==> config.mk <==
export PLATFORM = sky130hd
export DESIGN_NAME = keyboard_input
export DESIGN_NICKNAME = d
export VERILOG_FILES = /design/src/rtl/keyboard_input.sv
export SDC_FILE = /design/constraint.sdc
export NUM_CORES = 1
export LEC_CHECK = 0
export CAP_MARGIN = 25
export CORE_AREA = 2 2 39 41
export CTS_CLUSTER_DIAMETER = 40
export DETAILED_ROUTE_END_ITERATION = 7
export DIE_AREA = 0 0 41 43
export PLACE_DENSITY_LB_ADDON = 0.2
export SLEW_MARGIN = 30
export SYNTH_ARGS = -nofsm -noshare
export SYNTH_HDL_FRONTEND = slang
export SYNTH_SLANG_ARGS = --single-unit
==> constraint.sdc <==
create_clock -name clk50m_i -period 1.29 [get_ports clk50m_i]
set_input_delay 0.387 -clock clk50m_i [delete_from_list [all_inputs] [get_ports clk50m_i]]
set_output_delay 0.387 -clock clk50m_i [all_outputs]
set_load 0.01 [all_outputs]
==> src/rtl/keyboard_input.sv <==
// PS/2 scan-code set 2 decoder: tracks E0/F0 prefixes, keeps a held flag per
// horizontal direction and produces a registered 2-bit movement command.
module keyboard_input #(
  parameter logic [7:0] KEY_LEFT      = 8'h1C,
  parameter logic [7:0] KEY_RIGHT     = 8'h23,
  parameter logic [7:0] KEY_LEFT_EXT  = 8'h6B,
  parameter logic [7:0] KEY_RIGHT_EXT = 8'h74
) (
  input  logic       clk50m_i,
  input  logic       rst_n_i,
  input  logic [7:0] received_data,
  input  logic       received_data_en,
  output logic [1:0] movement_o,
  output logic [1:0] prefix_state_o
);

  // Byte handshake: received_data is sampled only on a rising edge where
  // received_data_en is high; there is no backpressure (no ready signal).

  localparam logic [7:0] PREFIX_EXT = 8'hE0;
  localparam logic [7:0] PREFIX_BRK = 8'hF0;

  typedef enum logic [1:0] {
    IDLE    = 2'd0,
    EXT     = 2'd1,
    BRK     = 2'd2,
    EXT_BRK = 2'd3
  } state_t;

  state_t state_q, state_d;
  logic   left_q, left_d;
  logic   right_q, right_d;
  logic   code_byte;
  logic   ext_ctx;
  logic   brk_ctx;
  logic   left_hit;
  logic   right_hit;

  always_ff @(posedge clk50m_i or negedge rst_n_i) begin
    if (!rst_n_i) begin
      state_q <= IDLE;
      left_q  <= 1'b0;
      right_q <= 1'b0;
    end else begin
      state_q <= state_d;
      left_q  <= left_d;
      right_q <= right_d;
    end
  end

  always_comb begin
    state_d   = state_q;
    left_d    = left_q;
    right_d   = right_q;
    code_byte = 1'b0;
    ext_ctx   = (state_q == EXT) || (state_q == EXT_BRK);
    brk_ctx   = (state_q == BRK) || (state_q == EXT_BRK);
    left_hit  = ext_ctx ? (received_data == KEY_LEFT_EXT)
                        : (received_data == KEY_LEFT);
    right_hit = ext_ctx ? (received_data == KEY_RIGHT_EXT)
                        : (received_data == KEY_RIGHT);

    if (received_data_en) begin
      unique case (state_q)
        IDLE: begin
          if (received_data == PREFIX_EXT)      state_d = EXT;
          else if (received_data == PREFIX_BRK) state_d = BRK;
          else                                  code_byte = 1'b1;
        end
        EXT: begin
          if (received_data == PREFIX_BRK) state_d = EXT_BRK;
          else                             code_byte = 1'b1;
        end
        BRK:     code_byte = 1'b1;
        EXT_BRK: code_byte = 1'b1;
        default: state_d = IDLE;
      endcase
    end

    // Any code byte ends the prefix sequence, matched or not.
    if (code_byte) begin
      state_d = IDLE;
      if (left_hit)  left_d  = !brk_ctx;
      if (right_hit) right_d = !brk_ctx;
    end
  end

  always_ff @(posedge clk50m_i or negedge rst_n_i) begin
    if (!rst_n_i) begin
      movement_o <= 2'b00;
    end else begin
      movement_o <= {right_q & ~left_q, left_q & ~right_q};
    end
  end

  assign prefix_state_o = state_q;

endmodule

## Yosys cells after proc, flatten, opt, wreduce, memory -nomap -nowiden

Index checks and enable logic that the tools add are counted.
W data, S select, Z words.

- Equal/unequal tests: 11
- Multipliers: 0
- $lt $le $gt $ge: 0
- Multiplexer cells: 12
- Reductions and logical operators: 10
- Bitwise logic cells: 4
- $add $sub $neg: 0
- Divide/modulo/power cells: 0
- Shifts and indexed selects: 0

Operator list:

| cell | count |
|---|---|
| $eq A8 B7 Y1 const B | 2 |
| $eq A8 B8 Y1 const B | 2 |
| $mux W2 | 5 |
| $eq A8 B5 Y1 const B | 1 |
| $eq A8 B6 Y1 const B | 1 |
| $mux W1 | 5 |
| $eq A2 B2 Y1 const B | 2 |
| $ne A4 B4 Y1 const B | 1 |
| $pmux W2 S2 | 1 |
| $reduce_and A2 Y1 | 2 |
| $reduce_and A4 Y1 | 1 |
| $ne A3 B2 Y1 const B | 1 |
| $pmux W1 S3 | 1 |
| $reduce_bool A3 Y1 | 1 |
| $and A1 B1 Y1 | 2 |
| $eq A2 B1 Y1 const B | 1 |
| $logic_not A2 Y1 | 1 |
| $logic_or A1 B1 Y1 | 2 |
| $not A1 Y1 | 2 |
| $reduce_bool A2 Y1 | 1 |
| $reduce_or A2 Y1 | 1 |
| $logic_not A1 Y1 | 1 |

- Bits in latches: 0
- Bits of input ports: 11
- Memories kept: 0
- Bits in read-only memories: 0
- Register bits after elaboration: 6
- Bits in writable memories: 0

## Longest topological paths before layout

Gate-level depths: netlist (run 1).

- Depth after elaboration: 7
- Gate-level depth with buffers: 5
- Mapped depth without buffers: 4

## Worst setup path after synthesis (run 1)

No wires, ideal clock.

- Path type: register -> register
- Start: reg state_q[0], in the netlist prefix_state_o[0]
- End: reg left_q
- Slack: -168 ps
- Library setup time: 125 ps
- Data required time: 1165 ps
- Path buffers: 1
- Cell stages (with the launch flop): 6
- Arrival: 1333 ps
- Path through: dfrtp_1 > buf_6 > or3_1 > nand2_1 > o2111ai_1 > mux2_4

- Longest elaborated chain between the ends: 5
- Elaborated cells between the ends (all ways): 12

Ends and longest elaborated chain:

| element | RTL line | source |
|---|---|---|
| from (decl) | 30 | `state_t state_q, state_d;` |
| from (signal assigned) | 45 | `state_q <= state_d;` |
| $eq A2 B2 Y1 (on tied branches) | 56, 57, 64 |  |
| $reduce_or A2 Y1 (no source line) | - |  |
| $pmux W1 S3 | 64 | `unique case (state_q)` |
| $mux W1 | 63 | `if (received_data_en) begin` |
| $reduce_and A2 Y1 (no source line) | - |  |
| to (signal assigned) | 46 | `left_q <= left_d;` |
| to (decl) | 31 | `logic left_q, left_d;` |

Several ways; a longest one is shown, not always the timed one.
A chain may end at the register's enable or synchronous reset.

## Final worst setup path (run 1)

- Start: reg state_q[0], in the netlist prefix_state_o[0]
- End: reg right_q

- Longest elaborated chain between the ends: 5
- Elaborated cells between the ends (all ways): 12

Ends and longest elaborated chain:

| element | RTL line | source |
|---|---|---|
| $eq A2 B2 Y1 (on tied branches) | 56, 57, 64 |  |
| $reduce_or A2 Y1 (no source line) | - |  |
| $pmux W1 S3 | 64 |  |
| $mux W1 | 63 |  |
| $reduce_and A2 Y1 (no source line) | - |  |
| to (signal assigned) | 47 | `right_q <= right_d;` |
| to (decl) | 32 | `logic right_q, right_d;` |

Several ways; a longest one is shown, not always the timed one.

==> results of run 1 <==
## power by group through the flow
stage,clock network [W],logic (W),registers (W)
after floorplan,0,0.0000229,0.000208
after global placement,0,0.0000952,0.000207
after detailed placement,0,0.0000994,0.000207
after CTS,0.000174,0.0000979,0.000203
after global routing,0.000183,0.000111,0.000205
final,0.000164,0.000103,0.000203
## worst max-delay path, stage by stage, from the launching register on
cell and delay, ns:
dfrtp_2 0.39, buf_6 0.13, xor2_2 0.14, nor3b_2 0.27
o2111ai_2 0.19, mux2_4 0.32
## cells by family after synthesis
family / after synthesis / synth area share, %
muxes: 3 / 10.3
and+or+nand+nor: 17 / 29.4
xor gates and xnor gates: 1 / 2.48
buffers and inverters: 3 / 5.32
DFF: 6 / 42.6
AOI/OAI and AO/OA: 4 / 9.93
## final cells by class
class | count | area, um^2 | area share (%)
sequential | 6 | 151 | 23.1
timing repair buffer | 25 | 210 | 32.1
inverter | 2 | 7.51 | 1.15
clock buffer | 3 | 22.5 | 3.44
multi-input combinational | 25 | 243 | 37.1
tap | 16 | 20.0 | 3.06
## synthesized netlist by cell type
| library cell | n | area [um^2] |
|---|---|---|
| a21boi_1 | 1 | 7.51 |
| a41o_1 | 1 | 10.0 |
| buf_6 | 1 | 11.3 |
| dfrtp_1 | 6 | 150 |
| inv_1 | 2 | 7.51 |
| mux2_1 | 1 | 11.3 |
| mux2_4 | 1 | 15.0 |
| mux2i_1 | 1 | 10.0 |
| nand2_1 | 4 | 15.0 |
| nand3_1 | 2 | 10.0 |
| nor2_1 | 1 | 3.75 |
| nor2b_1 | 2 | 12.5 |
| nor3_1 | 2 | 10.0 |
| nor3b_2 | 1 | 12.5 |
| nor4_1 | 1 | 6.26 |
| nor4b_1 | 2 | 17.5 |
| nor4bb_1 | 1 | 10.0 |
| o2111ai_1 | 2 | 17.5 |
| or3_1 | 1 | 6.26 |
| xor2_1 | 1 | 8.76 |
## routing by layer
metal | share of wire, % | vias up | global-route usage [%] | wire length, um
met2 | 59 | 12 | 22.2 | 558
met1 | 37 | 176 | 13.5 | 353
met4 | 0 | 0 | 8.00 | 0
met3 | 3.9 | 0 | 1.57 | 37
met5 | 0 | - | 0 | 0
li1 | - | 184 | - | -
## worst max path at each step
stage	to	cells after the start
4_1_cts	right_q	5
2_1_floorplan	left_q	5
3_3_place_gp	right_q	5
6_report	right_q	5
3_5_place_dp	right_q	5
5_1_grt	right_q	5
## flip-flops by register name (all words and copies together), names as in the netlist
name,cells
movement_o,2
left_q,1
prefix_state_o,2
right_q,1
## stage by stage
step,setup WS (ns),utilization [%],hold slack (ns)
final,-0.268,47.3,0.393
after global routing,-0.308,47.3,0.392
after CTS,-0.270,46.3,0.399
after detailed placement,-0.627,41.0,0.434
after global placement,-0.566,41.0,0.430
after floorplan,-0.155,-,0.0914
## layout by cell type, fill, tap and decap left out, types with 2 or more instances in the layout
| cell type | instances |
|---|---|
| dfrtp_1 | 5 |
| o2111ai_2 | 2 |
| dlygate4sd2_1 | 9 |
| clkdlybuf4s50_1 | 3 |
| clkbuf_4 | 3 |
| inv_1 | 2 |
| buf_4 | 10 |
| nor2b_1 | 2 |
| nand2_1 | 3 |
| mux2_4 | 2 |
| nand3_1 | 2 |
## what timing repair did
item                       in CTS  in global routing
pin swaps                       5                  4
resized for setup              20                  5
setup endpoints to repair       8                  7
buffers inserted                3                  0
==> results.sh, run 1 <==
export IMPL_r2r_start="prefix_state_o[0]"
export IMPL_synth_fp_nets=45
export IMPL_ys_ff_latch=6
export IMPL_placementRows=14
export IMPL_rsz0062_at_grt="yes"
export IMPL_cts_root_buf="clkbuf_4"
export IMPL_ios=15
export IMPL_p_seq_share_pct=43.2
export IMPL_firstDrtPassIters=4
export IMPL_syn_to_final_growth_pct=85.5
export IMPL_route_detailed_drc=0
export IMPL_clkPwrFrac_pct=34.8
export IMPL_ant_nets=0
export IMPL_peakVddDrop_uv=265
export IMPL_instances_no_fill=77
export IMPL_p_int_w=0.000364
export IMPL_dieArea_mm2=0.00176
export IMPL_drive_above_1_share_pct=44.3
export IMPL_finalHoldViolCount=0
export IMPL_viasPerCell=4.83
export IMPL_avgRoutedWirePerCell_um=12.3
export IMPL_wirelength_um=950
export IMPL_cp_start_kind="flop"
export IMPL_switching_share_pct=22.8
export IMPL_r2r_end="right_q"
export IMPL_io_buffers=14
export IMPL_clock_latency_ns=0.24
export IMPL_die_y_um=43
export IMPL_initial_core_util_pct=25.5
export IMPL_end_kind="flop"
export IMPL_dieWidth_um=41
export IMPL_cts_tree="yes"
export IMPL_grt_pass1_vias=401
export IMPL_synth_cell_area_um2=353
export IMPL_period_share_pct=121
export IMPL_max_freq_mhz=642
export IMPL_rrSetupSlack_ns=-0.27
export IMPL_final_min_clock_period_ns=1.56
export IMPL_grt_use_total_pct=12.8
export IMPL_dpl_instance_area_um2=568
export IMPL_fp_coreArea_mm2=0.00138
export IMPL_yosysWarnings=0
export IMPL_h_tree_depth=1
export IMPL_power_switching_w=0.000107
export IMPL_first_iter_violations=2
export IMPL_critPathArrivalTime_ns=1.68
export IMPL_dp_hpwl_um=703
export IMPL_crit_fanout=6
export IMPL_setup_viol=5
export IMPL_grt_pass1_wl_um=1520
export IMPL_final_area_um2=654
export IMPL_cts_sinks=6
export IMPL_failed_checks="negative setup slack"
export IMPL_clockBufferDepth=2
export IMPL_cts_clk_slew_worst_paths_ns=0.04
export IMPL_p_comb_share_pct=21.9
export IMPL_crit_start="prefix_state_o[0]"
export IMPL_synth_seq_area_share_pct=42.6
export IMPL_grt_overflow_total=0
export IMPL_antenna_found_initial=0
export IMPL_place_gp_congestion=0.677
export IMPL_cts_buffers=3
export IMPL_grt_max_degree=7
export IMPL_hp_class="in -> async"
export IMPL_syn_inst=34
export IMPL_slew_violations=0
export IMPL_relSlewSlack_pct=77.7
export IMPL_tightest_slew_ns=0.332
export IMPL_fin_skew_ns=0.00375
export IMPL_yosys_cell_types_count=20
export IMPL_placed_cells=71
export IMPL_cap_violations=0
export IMPL_worst_r2r_path_depth=5
export IMPL_finalWorstSetupSlack_ns=-0.268
export IMPL_fillers=138
export IMPL_vias=372
export IMPL_fin_tns_setup_ns=-0.692
export IMPL_finalNetCount=74
export IMPL_power_density_mw_per_mm2=719
export IMPL_power_w=0.000471
export IMPL_antennaDiodeCount=0
export IMPL_status="finished with violations"
export IMPL_ctsHoldBuffers=0
export IMPL_avgSynthCellArea_um2=10.4
export IMPL_leakage_nw=0.317
export IMPL_critPathRequiredTime_ns=1.41
export IMPL_path_class="reg -> reg"
Note: power is estimated with default switching activity, not from simulation.
==> run 2, diff against run 1 <==
CTS_CLUSTER_DIAMETER = default   (was 40)
==> results of run 2 <==
Same layout as run 1: the final DEF is identical, and so are final timing and power.
==> patch 1: new RTL, config.mk and constraints of run 1 <==
Register the inputs `received_data` and `received_data_en` before use. The logic sees them one clock later.
--- a/src/rtl/keyboard_input.sv
+++ b/src/rtl/keyboard_input.sv
@@ -27,6 +27,14 @@
     EXT_BRK = 2'd3
   } state_t;
 
+  logic [7:0] received_data_q;
+  logic received_data_en_q;
+
+  always_ff @(posedge clk50m_i) begin
+    received_data_q    <= received_data;
+    received_data_en_q <= received_data_en;
+  end
+
   state_t state_q, state_d;
   logic   left_q, left_d;
   logic   right_q, right_d;
@@ -55,20 +63,20 @@
     code_byte = 1'b0;
     ext_ctx   = (state_q == EXT) || (state_q == EXT_BRK);
     brk_ctx   = (state_q == BRK) || (state_q == EXT_BRK);
-    left_hit  = ext_ctx ? (received_data == KEY_LEFT_EXT)
-                        : (received_data == KEY_LEFT);
-    right_hit = ext_ctx ? (received_data == KEY_RIGHT_EXT)
-                        : (received_data == KEY_RIGHT);
+    left_hit  = ext_ctx ? (received_data_q == KEY_LEFT_EXT)
+                        : (received_data_q == KEY_LEFT);
+    right_hit = ext_ctx ? (received_data_q == KEY_RIGHT_EXT)
+                        : (received_data_q == KEY_RIGHT);
 
-    if (received_data_en) begin
+    if (received_data_en_q) begin
       unique case (state_q)
         IDLE: begin
-          if (received_data == PREFIX_EXT)      state_d = EXT;
-          else if (received_data == PREFIX_BRK) state_d = BRK;
+          if (received_data_q == PREFIX_EXT)      state_d = EXT;
+          else if (received_data_q == PREFIX_BRK) state_d = BRK;
           else                                  code_byte = 1'b1;
         end
         EXT: begin
-          if (received_data == PREFIX_BRK) state_d = EXT_BRK;
+          if (received_data_q == PREFIX_BRK) state_d = EXT_BRK;
           else                             code_byte = 1'b1;
         end
         BRK:     code_byte = 1'b1;
Function: changed (Yosys sat finds a counterexample within 4 cycles, from zero or initial values and one cycle with rst_n_i low).
==> patch 1 against run 1 <==
Via count grew 7.8%; power grew 82%; critical path type unchanged; largest cell class is now registers; routed wire length grew 4.5%; non-clock buffer count shrank 4; design area grew 21%; sequential share of layout area grew 19 points; the flow still finishes with violations (negative setup slack); combinational power shrank 23%; sequential power grew to 2.5 times the old value; fmax grew 3.6%; synthesized area grew 51%; setup slack gained 0.055 ns; global-route usage grew 1.6 points; sequential cell count grew 9.
==> patch 1: results (changes against run 1) <==
<table>
<tr><th>Metric</th><th>Value</th></tr>
<tr><th colspan="2">Placed design</th></tr>
<tr><td>Gp weighted congestion</td><td>0.799 (was 0.677)</td></tr>
<tr><td>Placed instance area</td><td>718 µm² (was 568 µm²)</td></tr>
<tr><td>Worst setup slack after placement</td><td>-0.166 ns (was -0.627 ns)</td></tr>
<tr><td>DP HPWL</td><td>686 µm (was 703 µm)</td></tr>
<tr><th colspan="2">Clocking</th></tr>
<tr><td>Reg clk slew, reported paths</td><td>0.09 ns (was 0.04 ns)</td></tr>
<tr><td>Clock latency reported for the late side of the worst-skew pair</td><td>0.29 ns (was 0.24 ns)</td></tr>
<tr><th colspan="2">Synth</th></tr>
<tr><td>Multiplexer share of the synthesized area</td><td>0.0681 (was 0.103)</td></tr>
<tr><td>Share of synthesized area occupied by flip-flops and latches</td><td>0.620 (was 0.426)</td></tr>
<tr><td>Xor and xnor fraction of the mapped netlist area</td><td>0.0164 (was 0.0248)</td></tr>
<tr><td>Top_reg_cell synth</td><td>sky130_fd_sc_hd__dfxtp_1 (was sky130_fd_sc_hd__dfrtp_1)</td></tr>
<tr><td>Fraction of registers with async set/reset</td><td>0.400 (was 1.00)</td></tr>
<tr><th colspan="2">Timing</th></tr>
<tr><td>Number of setup violations in the final report</td><td>5 (unchanged)</td></tr>
<tr><td>Max-slew headroom</td><td>0.795 (was 0.777)</td></tr>
<tr><td>Final setup slack of the worst path</td><td>-0.214 ns (was -0.268 ns)</td></tr>
<tr><td>Hold slack final</td><td>0.322 ns (was 0.393 ns)</td></tr>
<tr><th colspan="2">Global routing</th></tr>
<tr><td>Vias in the first global route</td><td>406 (was 401)</td></tr>
<tr><td>GRT Total Usage</td><td>0.144 (was 0.128)</td></tr>
<tr><td>Wire length of the first global-routing pass</td><td>1.68 mm (was 1.52 mm)</td></tr>
<tr><td>Largest net degree at the start of global routing</td><td>10 (was 7)</td></tr>
<tr><th colspan="2">Outcome</th></tr>
<tr><td>Result of the run</td><td>finished with violations (unchanged)</td></tr>
<tr><td>Failing checks</td><td>negative setup slack (unchanged)</td></tr>
<tr><th colspan="2">Finish</th></tr>
<tr><td>Filler Cell Count</td><td>137 (was 138)</td></tr>
<tr><th colspan="2">Detailed routing</th></tr>
<tr><td>DR vias</td><td>401 (was 372)</td></tr>
<tr><td>Vias per std cell</td><td>4.83 (about the same)</td></tr>
<tr><td>Post-detailed-route wirelength per cell</td><td>12.0 µm (was 12.3 µm)</td></tr>
<tr><td>Number of DRC markers in iteration 0</td><td>5 (was 2)</td></tr>
<tr><th colspan="2">Pwr</th></tr>
<tr><td>Max IR drop VDD</td><td>0.000812 V (was 0.000265 V)</td></tr>
<tr><td>Leakage power summed over all cells</td><td>0.356 nW (was 0.317 nW)</td></tr>
<tr><th colspan="2">Critical path</th></tr>
<tr><td>FF-to-FF setup slack</td><td>-0.21 ns (was -0.27 ns)</td></tr>
<tr><td>Largest fanout on the critical path</td><td>7 (was 6)</td></tr>
</table>
==> patch 1: cell count changes in the layout (fill, tap and decap cells not counted), sizes merged <==
cell           change
buf                -3
clkinv             +1
clkdlybuf4s15      -1
clkbuf             +1
dfxtp              +9
clkdlybuf4s50      +7
dlygate4sd2        -8
==> patch 1: power groups by stage <==
stage / combinational (mW) / clock (mW) / sequential, mW
2_1_floorplan: 0.0224 / 0 / 0.519
3_3_place_gp: 0.0791 / 0 / 0.519
3_5_place_dp: 0.0804 / 0 / 0.519
4_1_cts: 0.0804 / 0.273 / 0.509
5_1_grt: 0.0885 / 0.300 / 0.514
6_report: 0.0791 / 0.266 / 0.510
==> patch 1: area by class of cell <==
| cell class | count | area (µm²) | share of cell area |
|---|---|---|---|
| Clock inverter | 1 | 5.00 | 0.00634 |
| Sequential cell | 15 | 333 | 0.422 |
| Inverter | 2 | 7.51 | 0.00951 |
| Clock buffer | 3 | 22.5 | 0.0285 |
| Tap cell | 16 | 20.0 | 0.0254 |
| Timing Repair Buffer | 21 | 186 | 0.236 |
| Multi-Input combinational cell | 25 | 215 | 0.273 |
==> patch 1: cell families after synthesis <==
| family | after synthesis |
|---|---|
| buffers and inverters | 3 |
| AND/OR/NAND/NOR | 17 |
| multiplexers | 3 |
| XOR/XNOR | 1 |
| flip-flops | 15 |
| AO/OA/AOI/OAI | 4 |
==> patch 1: metal layers <==
metal / global-route usage / share of wire / vias to the layer above
li1: - / - / 199
met1: 0.181 / 0.41 / 182
met2: 0.209 / 0.49 / 17
met3: 0.0471 / 0.075 / 3
met4: 0.0800 / 0.024 / 0
met5: 0 / 0 / -
==> patch 1: what timing repair did <==
item,in CTS,in global routing
pin swaps,2,5
resized for setup,13,6
setup endpoints to repair,7,7
buffers inserted,2,1
==> patch 2: new RTL, settings of run 1 <==
Without the edit above. The output `movement_o` loses its register stage (`movement_o` becomes a continuous assignment).
--- a/src/rtl/keyboard_input.sv
+++ b/src/rtl/keyboard_input.sv
@@ -85,13 +85,7 @@
     end
   end
 
-  always_ff @(posedge clk50m_i or negedge rst_n_i) begin
-    if (!rst_n_i) begin
-      movement_o <= 2'b00;
-    end else begin
-      movement_o <= {right_q & ~left_q, left_q & ~right_q};
-    end
-  end
+  assign movement_o = {right_q & ~left_q, left_q & ~right_q};
 
   assign prefix_state_o = state_q;
 
Check against the original RTL: not equivalent (a bounded check fails within 4 cycles, from zero or initial values and one cycle with rst_n_i low).
==> patch 2 against run 1 <==
The flow still finishes with violations (negative setup slack); routed wire length rose by 2.0%; design area fell by 12%; sequential cell count fell by 2; setup slack got worse by 0.024 ns; power fell by 18%; utilization fell by 5.8 points; synthesized area fell by 14%; largest power group is now clock; highest routed layer is now met4.
==> patch 2: results (changes against run 1) <==
<table>
<tr><th>Metric</th><th>Value</th></tr>
<tr><th colspan="2">Outcome</th></tr>
<tr><td>Result of the run</td><td>finished with violations (unchanged)</td></tr>
<tr><td>Failing checks</td><td>negative setup slack (unchanged)</td></tr>
<tr><th colspan="2">Detailed routing</th></tr>
<tr><td>DR vias</td><td>346 (was 372)</td></tr>
<tr><td>Amount of wire on met2 after detailed routing</td><td>549 µm (was 558 µm)</td></tr>
<tr><td>First-pass iteration count of the detailed router</td><td>2 (was 4)</td></tr>
<tr><th colspan="2">Synth</th></tr>
<tr><td>Syn_nets</td><td>42 (was 45)</td></tr>
<tr><td>Multiplexer share of the synthesized area</td><td>0.107 (was 0.103)</td></tr>
<tr><td>Share of synthesized area occupied by flip-flops and latches</td><td>0.331 (was 0.426)</td></tr>
<tr><td>Xor and xnor fraction of the mapped netlist area</td><td>0.0289 (was 0.0248)</td></tr>
<tr><th colspan="2">Placed design</th></tr>
<tr><td>DP HPWL</td><td>680 µm (was 703 µm)</td></tr>
<tr><th colspan="2">Timing</th></tr>
<tr><td>Final setup slack of the worst path</td><td>-0.292 ns (was -0.268 ns)</td></tr>
<tr><td>Aggregate negative setup slack</td><td>-0.628 ns (was -0.692 ns)</td></tr>
<tr><td>Number of setup violations in the final report</td><td>5 (unchanged)</td></tr>
<tr><th colspan="2">Pwr</th></tr>
<tr><td>Max IR drop VDD</td><td>0.000443 V (was 0.000265 V)</td></tr>
<tr><td>Leakage power summed over all cells</td><td>0.275 nW (was 0.317 nW)</td></tr>
<tr><th colspan="2">Finish</th></tr>
<tr><td>Number of multi-input combinational cells</td><td>24 (was 25)</td></tr>
<tr><td>Fraction of area in registers</td><td>0.176 (was 0.231)</td></tr>
<tr><td>Non-clock buffer share</td><td>0.322 (was 0.321)</td></tr>
<tr><td>Count of non-CTS buffers in the layout</td><td>22 (was 25)</td></tr>
<tr><th colspan="2">Global routing</th></tr>
<tr><td>GRT Total Usage</td><td>0.128 (about the same)</td></tr>
<tr><td>Largest net degree at the start of global routing</td><td>9 (was 7)</td></tr>
<tr><td>Wire length of the first global-routing pass</td><td>1.44 mm (was 1.52 mm)</td></tr>
<tr><td>Met3 layer usage reported by global route</td><td>0.0314 (was 0.0157)</td></tr>
<tr><td>GR met1 Demand/Resource</td><td>0.126 (was 0.135)</td></tr>
<tr><th colspan="2">Critical path</th></tr>
<tr><td>Largest fanout on the critical path</td><td>7 (was 6)</td></tr>
</table>
-- patch 2: changes by cell type after synthesis, sizes merged, moves of 2 or more --
| cell | delta |
|---|---|
| nor2 | +2 |
| dfrtp | -2 |
| o2111ai | -2 |
| nand2 | -4 |
-- patch 2: path summary, 6_finish.rpt --
check / from / end / depth (start not counted)
worst max-delay path: prefix_state_o[0] / right_q / 4
worst min-delay path: rst_n_i / left_q / 1
worst max register to register: prefix_state_o[0] / right_q / 4
worst min register to register: right_q / right_q / 1
max in group asynchronous: rst_n_i / prefix_state_o[0] / 1
min in group clk50m_i: right_q / right_q / 1
-- patch 2: metrics by stage --
stage	power, mW	cells
after floorplan	0.163	31
after global placement	0.224	64
after detailed placement	0.227	64
after CTS	0.385	70
after global routing	0.426	71
final	0.387	71
-- patch 2: where the power goes --
part	internal (mW)	total [mW]	leakage, nW	switching [mW]
Sequential	0.132	0.135	0.0535	0.00389
Combinational	0.0575	0.0997	0.208	0.0422
Clock	0.104	0.152	0.0138	0.0481
Total	0.293	0.387	0.275	0.0943
